## src/rtl/mem_arb_pkg.sv

```systemverilog
// Shared types for the unified memory-port arbiter: FSM states, owner
// encoding and the access size used for instruction fetches.
package mem_arb_pkg;

   typedef enum logic [1:0] {
      IDLE = 2'd0,
      WAIT = 2'd1,
      RESP = 2'd2
   } arb_state_e;

   typedef enum logic {
      OWN_IF = 1'b0,
      OWN_D  = 1'b1
   } owner_e;

   // Fetches are always full 32-bit words.
   localparam logic [2:0] FETCH_FUNC3 = 3'b010;

endpackage

```

## src/rtl/mem_arb_pick.sv

```systemverilog
// Combinational winner selection. Data beats fetch unless the starve flag
// says fetch has lost too many times in a row and is still asking.
module mem_arb_pick
   import mem_arb_pkg::*;
(
   input  logic   if_req_i,
   input  logic   d_req_i,
   input  logic   starve_i,
   output owner_e winner_o,
   output logic   valid_o
);

   // Pick the winner among the pending requests.
   always_comb begin
      valid_o  = if_req_i | d_req_i;
      winner_o = OWN_IF;
      if (d_req_i && !(starve_i && if_req_i)) begin
         winner_o = OWN_D;
      end
   end

endmodule

```

## src/rtl/mem_port_arbiter.sv

```systemverilog
// Arbiter sharing one memory port between instruction fetch and the MEM-stage
// load/store. One access is outstanding at a time; grants are combinational,
// responses come back as registered one-cycle rvalid pulses.
// Optional macro FETCH_ANTISTARVE_EN: after STARVE_LIM consecutive lost
// arbitrations fetch is forced to win the next one.
// Handshake: a requester holds req (and its address/data) until it sees gnt
// high in a cycle; the access is taken at the end of that cycle. The matching
// rvalid pulses MEM_LAT+1 cycles after the grant cycle.
module mem_port_arbiter
   import mem_arb_pkg::*;
#(
   parameter int ADDR_W     = 9,
   parameter int MEM_LAT    = 1,
   parameter int STARVE_LIM = 4
) (
   input  logic              clk,
   input  logic              rst,
   input  logic              if_req,
   input  logic [ADDR_W-1:0] if_addr,
   output logic              if_gnt,
   output logic              if_rvalid,
   output logic [31:0]       if_rdata,
   input  logic              d_req,
   input  logic              d_we,
   input  logic [2:0]        d_func3,
   input  logic [ADDR_W-1:0] d_addr,
   input  logic [31:0]       d_wdata,
   output logic              d_gnt,
   output logic              d_rvalid,
   output logic [31:0]       d_rdata,
   output logic              mem_en,
   output logic              mem_we,
   output logic [2:0]        mem_func3,
   output logic [ADDR_W-1:0] mem_addr,
   output logic [31:0]       mem_wdata,
   input  logic [31:0]       mem_rdata,
   output logic              busy
);

   localparam int             CNT_W    = (MEM_LAT > 1) ? $clog2(MEM_LAT) : 1;
   localparam logic [CNT_W-1:0] LAT_INIT = CNT_W'(MEM_LAT - 1);

   arb_state_e        state_q;
   logic [CNT_W-1:0]  lat_q;
   owner_e            owner_q;
   logic              we_q;
   logic              busy_q;
   logic              if_rvalid_q, d_rvalid_q;
   logic [31:0]       if_rdata_q, d_rdata_q;
   logic [2:0]        mem_func3_q;
   logic [ADDR_W-1:0] mem_addr_q;
   logic [31:0]       mem_wdata_q;

   owner_e            winner;
   logic              pick_valid;
   logic              starve;
   logic              grant;

   mem_arb_pick u_pick (
      .if_req_i (if_req),
      .d_req_i  (d_req),
      .starve_i (starve),
      .winner_o (winner),
      .valid_o  (pick_valid)
   );

   // Arbitration happens in IDLE and RESP; reset blocks any grant so that
   // every output reads 0 while rst is high.
   always_comb begin
      grant     = !rst && (state_q != WAIT) && pick_valid;
      if_gnt    = grant && (winner == OWN_IF);
      d_gnt     = grant && (winner == OWN_D);
      mem_en    = grant;
      mem_we    = d_gnt && d_we;
      mem_func3 = mem_func3_q;
      mem_addr  = mem_addr_q;
      mem_wdata = mem_wdata_q;
      if (d_gnt) begin
         mem_func3 = d_func3;
         mem_addr  = d_addr;
         mem_wdata = d_wdata;
      end else if (if_gnt) begin
         mem_func3 = FETCH_FUNC3;
         mem_addr  = if_addr;
      end
   end

`ifdef FETCH_ANTISTARVE_EN
   localparam int SC_W = $clog2(STARVE_LIM + 1);
   logic [SC_W-1:0] starve_q;

   assign starve = (starve_q == SC_W'(STARVE_LIM));

   // Count arbitrations fetch lost while asking; any fetch grant clears it.
   always_ff @(posedge clk or posedge rst) begin
      if (rst) begin
         starve_q <= '0;
      end else if (if_gnt) begin
         starve_q <= '0;
      end else if (d_gnt && if_req) begin
         starve_q <= starve_q + SC_W'(1);
      end
   end
`else
   // Strict data priority: the flag can never be raised (comparison keeps
   // the limit parameter referenced in this build).
   assign starve = (STARVE_LIM < 0);
`endif

   // Request/wait/response FSM with registered rvalid, rdata and busy.
   always_ff @(posedge clk or posedge rst) begin
      if (rst) begin
         state_q     <= IDLE;
         lat_q       <= '0;
         owner_q     <= OWN_IF;
         we_q        <= 1'b0;
         busy_q      <= 1'b0;
         if_rvalid_q <= 1'b0;
         d_rvalid_q  <= 1'b0;
         if_rdata_q  <= '0;
         d_rdata_q   <= '0;
         mem_func3_q <= '0;
         mem_addr_q  <= '0;
         mem_wdata_q <= '0;
      end else begin
         if_rvalid_q <= 1'b0;
         d_rvalid_q  <= 1'b0;
         case (state_q)
            WAIT: begin
               if (lat_q == '0) begin
                  state_q <= RESP;
                  busy_q  <= 1'b0;
                  if (owner_q == OWN_D) begin
                     d_rvalid_q <= 1'b1;
                     d_rdata_q  <= we_q ? 32'd0 : mem_rdata;
                  end else begin
                     if_rvalid_q <= 1'b1;
                     if_rdata_q  <= mem_rdata;
                  end
               end else begin
                  lat_q <= lat_q - CNT_W'(1);
               end
            end
            default: begin
               if (grant) begin
                  state_q     <= WAIT;
                  busy_q      <= 1'b1;
                  lat_q       <= LAT_INIT;
                  owner_q     <= winner;
                  we_q        <= mem_we;
                  mem_func3_q <= mem_func3;
                  mem_addr_q  <= mem_addr;
                  mem_wdata_q <= mem_wdata;
               end else begin
                  state_q <= IDLE;
               end
            end
         endcase
      end
   end

   assign if_rvalid = if_rvalid_q;
   assign if_rdata  = if_rdata_q;
   assign d_rvalid  = d_rvalid_q;
   assign d_rdata   = d_rdata_q;
   assign busy      = busy_q;

endmodule

```

## config.mk

```make
export PLATFORM = sky130hd
export DESIGN_NAME = mem_port_arbiter
export DESIGN_NICKNAME = d
export VERILOG_FILES = /design/src/rtl/mem_arb_pkg.sv /design/src/rtl/mem_arb_pick.sv /design/src/rtl/mem_port_arbiter.sv
export SDC_FILE = /design/constraint.sdc
export NUM_CORES = 1
export LEC_CHECK = 0
export ABC_AREA = 0
export BUFFER_PORTS_ARGS = -buffer_cell sky130_fd_sc_hd__buf_2
export CAP_MARGIN = 20
export CORE_MARGIN = 2
export CORE_UTILIZATION = 51
export CTS_BUF_LIST = sky130_fd_sc_hd__clkbuf_8
export DETAILED_ROUTE_END_ITERATION = 10
export PLACE_DENSITY = 0.86
export SYNTH_ARGS = -nofsm -noshare
export SYNTH_HDL_FRONTEND = slang
export SYNTH_HIERARCHICAL = 1
export SYNTH_SLANG_ARGS = --single-unit
export TNS_END_PERCENT = 30
```

## constraint.sdc

```tcl
create_clock -name clk -period 4.1 [get_ports clk]
set_input_delay 0.615 -clock clk [delete_from_list [all_inputs] [get_ports clk]]
set_output_delay 0.615 -clock clk [all_outputs]
set_load 0.005 [all_outputs]
```

==> impl_metrics.toml <==
[outcome]
status = "finished, final reports clean"

[logic_synthesis]
yosysWarnings = 6
synth_cell_types = 27
synthTopCellsByCount = "dfrtp_1, o21ai_0, mux2_4"
synth_largest_area_cell = "dfrtp_1"
synth_most_common_cell = "dfrtp_1"
syn_area_um2 = 5290
async_reset_ff_share_pct = 100
ys.flop_type = "dfrtp_1"
synth.top_cell.area_share_pct = 54.4
synth-edff-count = 0
avgSynthCellArea_um2 = 13.2
synth.net_count = 492
syn_inst = 402
synth-seq-cells = 115
synth_area_leaders = "dfrtp_1, mux2_4, mux2_2"
seq_area_frac_synth_pct = 54.4

[cts]
clkSinkCount = 115
postCtsSetupBuffers = 0
cts_root_buf = "clkbuf_8"
path_clk_slew_ns = 0.07
ctsHoldBuffers = 0
clk_path_buf_depth = 2
cts_resized = 0
clock_latency_ns = 0.42
cts_buffers = 17
cts_htree_levels = 4
cts_tree = "done"

[die]
die-area_um2 = 11200
core_um2 = 10200
dieWidth_um = 106
fp.dieH_um = 106
start_util_pct = 51.9
boundaryPins = 205
rows = 37

[power]
p_leak_nw = 3.44
power.share.combinational_pct = 28.9
power_switching_mw = 1.12
p_clk_share_pct = 26.1
internal_power_mw = 2.63
p_per_area_nw_per_um2 = 560
pwr-share-seq_pct = 45.0
p_sw_share_pct = 29.9
irDropWorstVdd_v = 0.000240

[critical_path]
worst_setup_path_start_kind = "primary input"
worstRegToRegCells = 4
cp.arrival_ns = 2.48
crit_type = "in2out"
end_kind = "output port"
worst-path-max-fanout = 50
r2r_end = "mem_wdata_q[14]"
critical_path.startpoint = "d_req"
r2r_slack_ns = 2.22
r2r_start = "state_q[0]"
crit_end = "mem_wdata[11]"
required_ns = 3.48

[sta]
fin_crit_ns = 3.09
finalMaxSlewViolations = 0
worstMarginPinSlew_ns = 0.911
timing.slew.headroom_pct = 39.2
skew_ns = 0.00854
period_share_pct = 75.4
final-setup-viol-count = 0
setup_tns_ns = 0
hold_violations = 0
rsz0062_at_grt = "false"
timing.fmax_mhz = 323
hold_ws_ns = 0.191

[global_route]
use_met1_pct = 25.2
track_usage_pct = 20.3
globalRouteMet3Util_pct = 6.99
antenna_found_initial = 0
grt.met2_usage_pct = 32.8
grt-ovfl-total = 0
busiest_layer = "met2"
grt_pass1_vias = 3800
grt_max_degree = 89
grt_pass1_wl_um = 17900

[layout]
regArea_um2 = 2880
multi_input_area_um2 = 2170
diodes = 0
nets = 695
drive_gt1_share_pct = 55.5
nFillCells = 791
syn_to_final_growth_pct = 26.8

[drt]
dr.pass1.iters = 4
avgViaCountPerCell = 5.05
drc_errors = 0
wl_per_cell_um = 15.1
num_vias = 3811
ant_nets = 0
drt-initial-drc-count = 150
postRouteWirelength_um = 11400

[placement]
hpwl_um = 8020
gp_congestion = 0.829
portBuffers = 204

[hold_path]
hp-class = "in2async"

[job]
cap_violations = 0
-- cells by family after synthesis --
logic type / synth area share (%)
flip-flops: 54.4
AO/OA/AOI/OAI: 6.93
multiplexers: 26.1
other: 0.0709
AND/OR/NAND/NOR: 7.95
buffers and inverters: 4.54
-- power by group through the flow --
| stage | registers (mW) | clock network (mW) | logic [mW] |
|---|---|---|---|
| after floorplan | 1.69 | 0 | 0.589 |
| after global placement | 1.68 | 0 | 1.05 |
| after detailed placement | 1.71 | 0 | 1.10 |
| after CTS | 1.69 | 1.01 | 1.10 |
| after global routing | 1.73 | 1.06 | 1.20 |
| final | 1.69 | 0.981 | 1.09 |
-- cell type report --
type / count / area share, %
flip-flops and latches: 115 / 42.9
multi-input cells: 255 / 32.4
repair buffers: 209 / 16.1
clock buffers: 18 / 3.69
well taps: 136 / 2.54
clock inverters: 14 / 1.94
inverters: 7 / 0.503
-- layout by cell type, fill, tap and decap left out, types with 5 or more instances in the layout --
cell / n
mux2i_1: 9
mux2_4: 56
clkbuf_8: 18
clkinvlp_4: 5
mux2_2: 40
dfrtp_1: 115
buf_2: 204
nand2b_1: 33
inv_1: 5
o21ai_0: 65
nand2_1: 35
-- how the worst min path moves through the flow --
stage	to
3_5_place_dp	d_rdata[8]
5_1_grt	d_rdata[27]
6_report	mem_addr_q[7]
4_1_cts	mem_wdata_q[22]
3_3_place_gp	d_rdata[16]
2_1_floorplan	mem_func3_q[2]
-- flip-flops by register name, summed over array words and instances, names as in the netlist --
register / flops
if_rdata: 32
mem_wdata_q: 32
busy: 1
owner_q: 1
if_rvalid: 1
state_q: 2
d_rdata: 32
d_rvalid: 1
mem_func3_q: 3
mem_addr_q: 9
we_q: 1
-- stage by stage --
step / std cells / setup WS, ns / utilization (%) / total power [mW] / instance area [um^2]
floorplan: 402 / 0.441 / - / 2.28 / 5290
global placement: 721 / 1.12 / 61.9 / 2.74 / 6300
detailed placement: 721 / 1.05 / 61.9 / 2.80 / 6300
CTS: 753 / 1.04 / 65.6 / 3.80 / 6680
global route: 754 / 0.883 / 65.9 / 3.99 / 6710
finish: 754 / 1.01 / 65.9 / 3.75 / 6710
-- per-layer routing --
metal	part of all wire [%]	up-vias
li1	-	1787
met1	41	1846
met2	51	162
met3	7.2	16
met4	1.3	0
met5	0	-
-- critical path, cell delays in order --
cell and delay [ns]:
buf_2 0.08, a21boi_1 0.33, nand3_4 0.37, inv_6 0.56, mux2_4 0.35, buf_2 0.13
(Power assumes the default switching activity.)
